File: config.mk
export PLATFORM = sky130hd
export DESIGN_NAME = conv_ctrl_block
export DESIGN_NICKNAME = d
export VERILOG_FILES = /design/src/rtl/conv_ctrl_pkg.sv /design/src/rtl/gpio_edge_det.sv /design/src/rtl/conv_ctrl_block.sv
export SDC_FILE = /design/constraint.sdc
export NUM_CORES = 1
export LEC_CHECK = 0
export ABC_CLOCK_PERIOD_IN_PS = 2400
export CELL_PAD_IN_SITES_DETAIL_PLACEMENT = 1
export CELL_PAD_IN_SITES_GLOBAL_PLACEMENT = 2
export CORE_MARGIN = 5
export CORE_UTILIZATION = 34
export DETAILED_ROUTE_END_ITERATION = 8
export PLACE_DENSITY = 0.93
export SYNTH_ARGS = -nofsm -noshare
export SYNTH_HDL_FRONTEND = slang
export SYNTH_HIERARCHICAL = 1
export SYNTH_SLANG_ARGS = --single-unit
File: constraint.sdc
create_clock -name i_CLK -period 2.4 [get_ports i_CLK]
set_input_delay 0.48 -clock i_CLK [delete_from_list [all_inputs] [get_ports i_CLK]]
set_output_delay 0.48 -clock i_CLK [all_outputs]
set_load 0.02 [all_outputs]
File: src/rtl/conv_ctrl_pkg.sv
// Shared encodings for the convolution control block: MCU opcodes, FSM states
// and bit positions of the 32-bit status word returned by STATUS_READ.
package conv_ctrl_pkg;

  typedef enum logic [2:0] {
    OP_KNL_LOAD     = 3'd0,
    OP_IMGSIZE_LOAD = 3'd1,
    OP_IMG_LOAD     = 3'd2,
    OP_DATA_REQ     = 3'd3,
    OP_GO_RUN       = 3'd4,
    OP_SOFT_RESET   = 3'd5,
    OP_STATUS_READ  = 3'd6,
    OP_ILLEGAL      = 3'd7
  } opcode_e;

  typedef enum logic [2:0] {
    S_IDLE     = 3'd0,
    S_LOAD_KNL = 3'd1,
    S_LOAD_IMG = 3'd2,
    S_RUN      = 3'd3,
    S_OUT      = 3'd4
  } state_e;

  localparam int STAT_W         = 32;
  localparam int STAT_STATE_LSB = 29;
  localparam int STAT_ERR_BIT   = 28;
  localparam int STAT_KFULL_BIT = 27;
  localparam int STAT_RUN_BIT   = 26;
  localparam int STAT_EOP_BIT   = 25;

endpackage

File: src/rtl/gpio_edge_det.sv
// Registered rising-edge detector for the MCU command strobe. The armed flag
// keeps a strobe already high at reset release from being taken as an edge.
module gpio_edge_det (
  input  logic clk_i,
  input  logic rst_ni,
  input  logic sig_i,
  output logic rise_o
);

  logic armed_q;
  logic sig_q;
  logic rise_q;

  always_ff @(posedge clk_i or negedge rst_ni) begin
    if (!rst_ni) begin
      armed_q <= 1'b0;
      sig_q   <= 1'b0;
      rise_q  <= 1'b0;
    end else begin
      armed_q <= 1'b1;
      sig_q   <= sig_i;
      rise_q  <= armed_q & sig_i & ~sig_q;
    end
  end

  assign rise_o = rise_q;

endmodule

File: src/rtl/conv_ctrl_block.sv
// MCU command decoder and sequencing FSM for the convolution engine: kernel and
// image loading, run/end-of-processing handshake, readback and sticky errors.
module conv_ctrl_block
  import conv_ctrl_pkg::*;
#(
  parameter int NB_GPIO_DATA = 24,
  parameter int NB_MCU_DATA  = 13,
  parameter int N_KNL_ROWS   = 3,
  parameter int NB_IMGLEN    = 10,
  parameter int MAX_IMGLEN   = 1023
) (
  input  logic                          i_CLK,
  input  logic                          i_rst,
  input  logic [NB_GPIO_DATA-1:0]       i_GPIOdata,
  input  logic [2:0]                    i_GPIOctrl,
  input  logic                          i_GPIOvalid,
  input  logic [NB_MCU_DATA-1:0]        i_MCUdata,
  input  logic                          i_EOP_from_FSM,
  output logic [31:0]                   o_GPIOdata,
  output logic [NB_GPIO_DATA-1:0]       o_KNLdata,
  output logic [$clog2(N_KNL_ROWS)-1:0] o_knl_idx,
  output logic                          o_valid_to_CONV,
  output logic                          o_valid_to_FSM,
  output logic                          o_load,
  output logic                          o_run,
  output logic                          o_EOP_to_MCU,
  output logic                          o_KNorIMG,
  output logic                          o_error,
  output logic [NB_IMGLEN-1:0]          o_imgLength,
  output logic [2:0]                    o_state
);

  localparam int KIDX_W = $clog2(N_KNL_ROWS);
  localparam int PAD_W  = 32 - NB_MCU_DATA;
  localparam logic [NB_IMGLEN:0] MAX_LEN = (NB_IMGLEN+1)'(MAX_IMGLEN);

  state_e                  state_q, state_d;
  logic [KIDX_W-1:0]       knl_cnt_q, knl_cnt_d, knl_idx_q, knl_idx_d;
  logic                    knl_full_q, knl_full_d;
  logic [NB_GPIO_DATA-1:0] knl_data_q, knl_data_d;
  logic                    err_q, err_d, eop_q, eop_d;
  logic                    vconv_q, vconv_d, vfsm_q, vfsm_d, load_q, load_d;
  logic                    pend_q, pend_d;
  logic [NB_IMGLEN-1:0]    img_len_q, img_len_d, len_req;
  logic [31:0]             gpio_q, gpio_d, status_w;
  opcode_e                 cmd_op_q;
  logic [NB_GPIO_DATA-1:0] cmd_data_q;
  logic                    cmd_vld;

  gpio_edge_det u_edge (
    .clk_i  (i_CLK),
    .rst_ni (i_rst),
    .sig_i  (i_GPIOvalid),
    .rise_o (cmd_vld)
  );

  // Opcode and payload captured on the same edge as the strobe rise
  always_ff @(posedge i_CLK or negedge i_rst) begin
    if (!i_rst) begin
      cmd_op_q   <= OP_KNL_LOAD;
      cmd_data_q <= '0;
    end else begin
      cmd_op_q   <= opcode_e'(i_GPIOctrl);
      cmd_data_q <= i_GPIOdata;
    end
  end

  always_comb begin
    state_d    = state_q;
    knl_cnt_d  = knl_cnt_q;
    knl_idx_d  = knl_idx_q;
    knl_full_d = knl_full_q;
    knl_data_d = knl_data_q;
    err_d      = err_q;
    eop_d      = eop_q;
    img_len_d  = img_len_q;
    gpio_d     = gpio_q;
    vconv_d    = 1'b0;
    vfsm_d     = 1'b0;
    load_d     = 1'b0;
    pend_d     = 1'b0;
    len_req    = cmd_data_q[NB_IMGLEN-1:0];

    status_w                           = '0;
    status_w[STAT_STATE_LSB +: 3]      = state_q;
    status_w[STAT_ERR_BIT]             = err_q;
    status_w[STAT_KFULL_BIT]           = knl_full_q;
    status_w[STAT_RUN_BIT]             = (state_q == S_RUN);
    status_w[STAT_EOP_BIT]             = eop_q;
    status_w[NB_IMGLEN-1:0]            = img_len_q;

    // Pixel readback lands one cycle after the DATA_REQ strobe to memory
    if (pend_q) gpio_d = {{PAD_W{1'b0}}, i_MCUdata};

    if (state_q == S_RUN && i_EOP_from_FSM) begin
      state_d = S_OUT;
      eop_d   = 1'b1;
    end

    if (cmd_vld) begin
      if (cmd_op_q == OP_SOFT_RESET) begin
        state_d    = S_IDLE;
        knl_cnt_d  = '0;
        knl_idx_d  = '0;
        knl_full_d = 1'b0;
        knl_data_d = '0;
        err_d      = 1'b0;
        eop_d      = 1'b0;
        gpio_d     = '0;
      end else if (state_q != S_RUN) begin
        case (cmd_op_q)
          OP_KNL_LOAD: begin
            if (state_q inside {S_IDLE, S_LOAD_KNL, S_OUT}) begin
              knl_data_d = cmd_data_q;
              knl_idx_d  = knl_cnt_q;
              vconv_d    = 1'b1;
              state_d    = S_LOAD_KNL;
              if (knl_cnt_q == KIDX_W'(N_KNL_ROWS-1)) begin
                knl_cnt_d  = '0;
                knl_full_d = 1'b1;
              end else begin
                knl_cnt_d = knl_cnt_q + KIDX_W'(1);
              end
            end else begin
              err_d = 1'b1;
            end
          end
          OP_IMGSIZE_LOAD: begin
            if (len_req != '0 && {1'b0, len_req} <= MAX_LEN) img_len_d = len_req;
            else err_d = 1'b1;
          end
          OP_IMG_LOAD: begin
            load_d  = (state_q != S_LOAD_IMG);
            vfsm_d  = 1'b1;
            eop_d   = 1'b0;
            state_d = S_LOAD_IMG;
          end
          OP_DATA_REQ: begin
            if (state_q == S_OUT) begin
              vfsm_d = 1'b1;
              pend_d = 1'b1;
            end else begin
              err_d = 1'b1;
            end
          end
          OP_GO_RUN: begin
            if (state_q == S_LOAD_IMG && knl_full_q && img_len_q != '0) state_d = S_RUN;
            else err_d = 1'b1;
          end
          OP_STATUS_READ: begin
            gpio_d = status_w;
            err_d  = 1'b0;
          end
          default: err_d = 1'b1;
        endcase
      end
    end

    if (!(state_q inside {S_IDLE, S_LOAD_KNL, S_LOAD_IMG, S_RUN, S_OUT})) state_d = S_IDLE;
  end

  always_ff @(posedge i_CLK or negedge i_rst) begin
    if (!i_rst) begin
      state_q    <= S_IDLE;
      knl_cnt_q  <= '0;
      knl_idx_q  <= '0;
      knl_full_q <= 1'b0;
      knl_data_q <= '0;
      err_q      <= 1'b0;
      eop_q      <= 1'b0;
      img_len_q  <= '0;
      gpio_q     <= '0;
      vconv_q    <= 1'b0;
      vfsm_q     <= 1'b0;
      load_q     <= 1'b0;
      pend_q     <= 1'b0;
    end else begin
      state_q    <= state_d;
      knl_cnt_q  <= knl_cnt_d;
      knl_idx_q  <= knl_idx_d;
      knl_full_q <= knl_full_d;
      knl_data_q <= knl_data_d;
      err_q      <= err_d;
      eop_q      <= eop_d;
      img_len_q  <= img_len_d;
      gpio_q     <= gpio_d;
      vconv_q    <= vconv_d;
      vfsm_q     <= vfsm_d;
      load_q     <= load_d;
      pend_q     <= pend_d;
    end
  end

  assign o_GPIOdata      = gpio_q;
  assign o_KNLdata       = knl_data_q;
  assign o_knl_idx       = knl_idx_q;
  assign o_valid_to_CONV = vconv_q;
  assign o_valid_to_FSM  = vfsm_q;
  assign o_load          = load_q;
  assign o_run           = (state_q == S_RUN);
  assign o_KNorIMG       = (state_q == S_RUN);
  assign o_EOP_to_MCU    = eop_q;
  assign o_error         = err_q;
  assign o_imgLength     = img_len_q;
  assign o_state         = state_q;

endmodule

==> run_results.csv <==
group,metric,value,unit
outcome,status,"completed",
sta,finClkSkew,0.008041,ns
clocking,cts.htree.levels,3,
routing,drtAntennaViolNets,0,
floorplanning,ioPinCount,122,
floorplanning,core,12570,sq um
setup_path,cp_slowest_cell,"clkdlybuf4s50_1",
synth,synth_area_per_cell,13.38,sq um
sta,layout_setup_ws,0.1686,ns
routing,wl_per_cell,18.42,um
cells_and_area,syn_to_final_growth,38.58,%
placed_design,io_buffers,121,
routing,via_per_inst,4.812,
synth,synth-main-ff-cell,"dfrtp_1",
synth,synth_edf_count,0,
floorplanning,rows,41,
sta,final_max_slew_viol_count,0,
floorplanning,start_util,0.3440,
sta,finalSetupViolations,0,
placed_design,dp_hpwl,8.281,mm
clocking,cts_hold_buf,0,
power,total_power,4.418,mW
grt,grt_pass1_vias,3351,
sta,min_period,2.231,ns
synth,synthDistinctLibCells,49,
power,leakagePower,2.658,nW
sta,rsz0062_at_grt,"false",
grt,overflow,0,
setup_path,crit_required,1.92,ns
cells_and_area,layout-drive-gt1-share,0.1438,
power,switchingPower,1.088,mW
placed_design,dpl_worst_slack,0.4524,ns
synth,synth_area_leader_cell,"dfrtp_1",
synth,syn_inst,323,
clocking,insertion_delay,0.35,ns
sta,hold_viol,0,
synth,syn_nets,367,
synth,synth_top_area_share,0.6368,
job,maxCapViolCount,0,
synth,ys_warn_count,6,
power,pwr-share-clk,0.373,
synth,async_flop_share,1.000,
clocking,clk_path_buf_depth,2,
floorplanning,fp.dieH,122.8,um
routing,vias,2969,
grt,gr-usage-all-layers,0.1595,
cells_and_area,multiInputGateArea,1394,sq um
routing,route.detailed.drc,0,
synth,synth_area_leaders,"dfrtp_1, a21bo_2, nand4_1",
routing,dr.pass1.iters,4,
clocking,cts_tree,"done",
sta,relSlewSlack,0.3292,
sta,max_freq,448.2,MHz
cells_and_area,nFillCells,1292,
clocking,cts-root-buf,"clkbuf_16",
power,p_per_area,737.4,nW/um^2
cells_and_area,n_antenna_cell,0,
setup_path,start_kind,"flop",
sta,fin_crit_sh,0.9297,
power,seqPwrFrac,0.476,
power,p_comb_frac,0.150,
cells_and_area,seqCellArea,2754,sq um
cells_and_area,nets,484,
synth,syn_area,4323,sq um
setup_path,crit_family,"buffers and inverters",
setup_path,worstSetupPathType,"flop to output port",
clocking,cts_inserted_buffers,9,
setup_path,path_max_fanout,10,
synth,synth_seq_cells,110,
grt,grt_first_pass_wirelength,18.35,mm
sta,fin_setup_tns,0,ns
routing,drt_iter0_drc,137,
floorplanning,die_area,15070,sq um
synth,yosysSeqAreaShare,0.6368,
worst_hold_path,min_path_type,"input port to asynchronous set/reset pin",
clocking,cts.sinks,110,
floorplanning,fp.dieW,122.8,um
power,p_int,3.329,mW
power,peakVddDrop,0.3015,mV
routing,wl,11.37,mm
grt,antenna_found_initial,0,
power,switching_share,0.2463,
setup_path,crit_chain,"and3b_1 -> clkdlybuf4s50_1",
clocking,clkTransAtPathRegs,0.07,ns
placed_design,place.gp.congestion,0.8063,
placed_design,place_area,5654,sq um
sta,tightest_slew,1.006,ns
grt,grt_max_degree,46,
setup_path,worstPathArrival,1.75,ns
setup_path,critical-path-max-stage-delay,0.62,ns
setup_path,end_kind,"output port",
cells_and_area,final_area,5991,sq um
setup_path,cp_num_buf_inv,1,
metal layers:
metal / track usage / wire length (um) / vias to the layer above / part of all wire
met3: 0.05438 / 821 / 13 / 0.072
met4: 0.05248 / 168 / 0 / 0.015
met5: 0 / 0 / - / 0
met1: 0.1992 / 4839 / 1476 / 0.43
li1: - / - / 1383 / -
met2: 0.2600 / 5535 / 97 / 0.49
state kept, by name, indices dropped and copies added (netlist names):
register,flops
o_GPIOdata,32
cmd_data_q,24
o_KNLdata,24
o_imgLength,10
cmd_op_q,3
o_state,3
knl_cnt_q,2
o_knl_idx,2
knl_full_q,1
o_EOP_to_MCU,1
o_error,1
o_load,1
o_valid_to_CONV,1
o_valid_to_FSM,1
pend_q,1
u_edge/armed_q,1
u_edge/rise_o,1
u_edge/sig_q,1
kinds of logic after synthesis:
family | share of synthesized area
flip-flops | 0.6368
AND/OR/NAND/NOR | 0.1326
AO/OA/AOI/OAI | 0.1302
buffers and inverters | 0.04081
multiplexers | 0.05875
other | 0.0008675
final timing paths:
| check | start | to | slack [ns] | cells past startpoint |
|---|---|---|---|---|
| setup / recovery | o_state[2] | o_KNorIMG | 0.17 | 2 |
| hold / removal | i_rst | o_GPIOdata[11] | 0.06 | 1 |
| setup reg to reg | cmd_op_q[2] | o_KNLdata[18] | 0.45 | 4 |
| hold reg to reg | o_KNLdata[16] | o_KNLdata[16] | 0.48 | 1 |
| max in group asynchronous | i_rst | o_KNLdata[12] | 1.62 | 2 |
| min in group i_CLK | o_KNLdata[16] | o_KNLdata[16] | 0.48 | 1 |
worst register-to-register path: stages, from the launching register on:
cell     delay [ns]
dfrtp_1        0.49
inv_1          0.18
or2_1          0.79
nand4_1        0.20
a21bo_1        0.23
power groups by stage:
stage / Sequential, mW / Clock [mW] / Combinational, mW
finish: 2.10 / 1.65 / 0.663
global route: 2.12 / 1.77 / 0.710
CTS: 2.11 / 1.71 / 0.676
detailed placement: 2.14 / 0 / 0.675
global placement: 2.13 / 0 / 0.655
floorplan: 2.24 / 0 / 0.157
repair_timing:
action | 4_1_cts | 5_1_grt
gates resized for setup | 0 | 1
buffers inserted | 0 | 0
endpoints found under the setup margin | 0 | 2
layout make-up:
type,instances,area share
Clock inverter,3,0.01086
Sequential cell,110,0.4597
Tap cell,172,0.03592
Clock buffer,13,0.04511
Multi-Input combinational cell,187,0.2327
Inverter,3,0.001880
Timing Repair Buffer,129,0.2139
placed cells by master (no fill, tap or decap), types with 8 or more instances in the layout:
master,synthesis,layout
clkdlybuf4s50_1,0,120
dfrtp_1,110,109
nand4_1,24,24
nand2_1,18,18
and2_1,15,15
a21bo_2,15,15
mux2i_1,13,13
o21ai_0,12,12
mux2_2,11,11
nor2_1,9,9
a21bo_1,9,9
clkbuf_16,0,9
a22o_1,8,8
buf_4,4,8
Yosys cell counts (2+ instances only):
library cell and n:
o21ai_4 2, clkbuf_1 3, a21bo_2 15, nand2_1 18, nor2_1 9, nand3b_1 2, a31oi_1 3, nor3_1 2
nand4_1 24, a21oi_1 4, dfrtp_1 110, a21oi_2 2, nand2b_1 3, nor2_2 2, buf_4 4, mux2i_1 13
nor4_1 4, and3_1 2, nand2b_4 2, a21o_1 2, a21bo_1 9, buf_2 9, inv_1 3, and3b_1 2
a22o_1 8, mux2_2 11, o21ai_0 12, buf_6 7, and2_1 15, a222oi_1 2
per-stage QoR:
stage               cells  hold WS [ns]  utilization
floorplan             323        0.1844            -
global placement      601        0.4375       0.4499
detailed placement    601        0.4425       0.4499
CTS                   617       0.05699       0.4766
global route          617       0.07911       0.4767
finish                617       0.05995       0.4767
(Power assumes the default switching activity.)
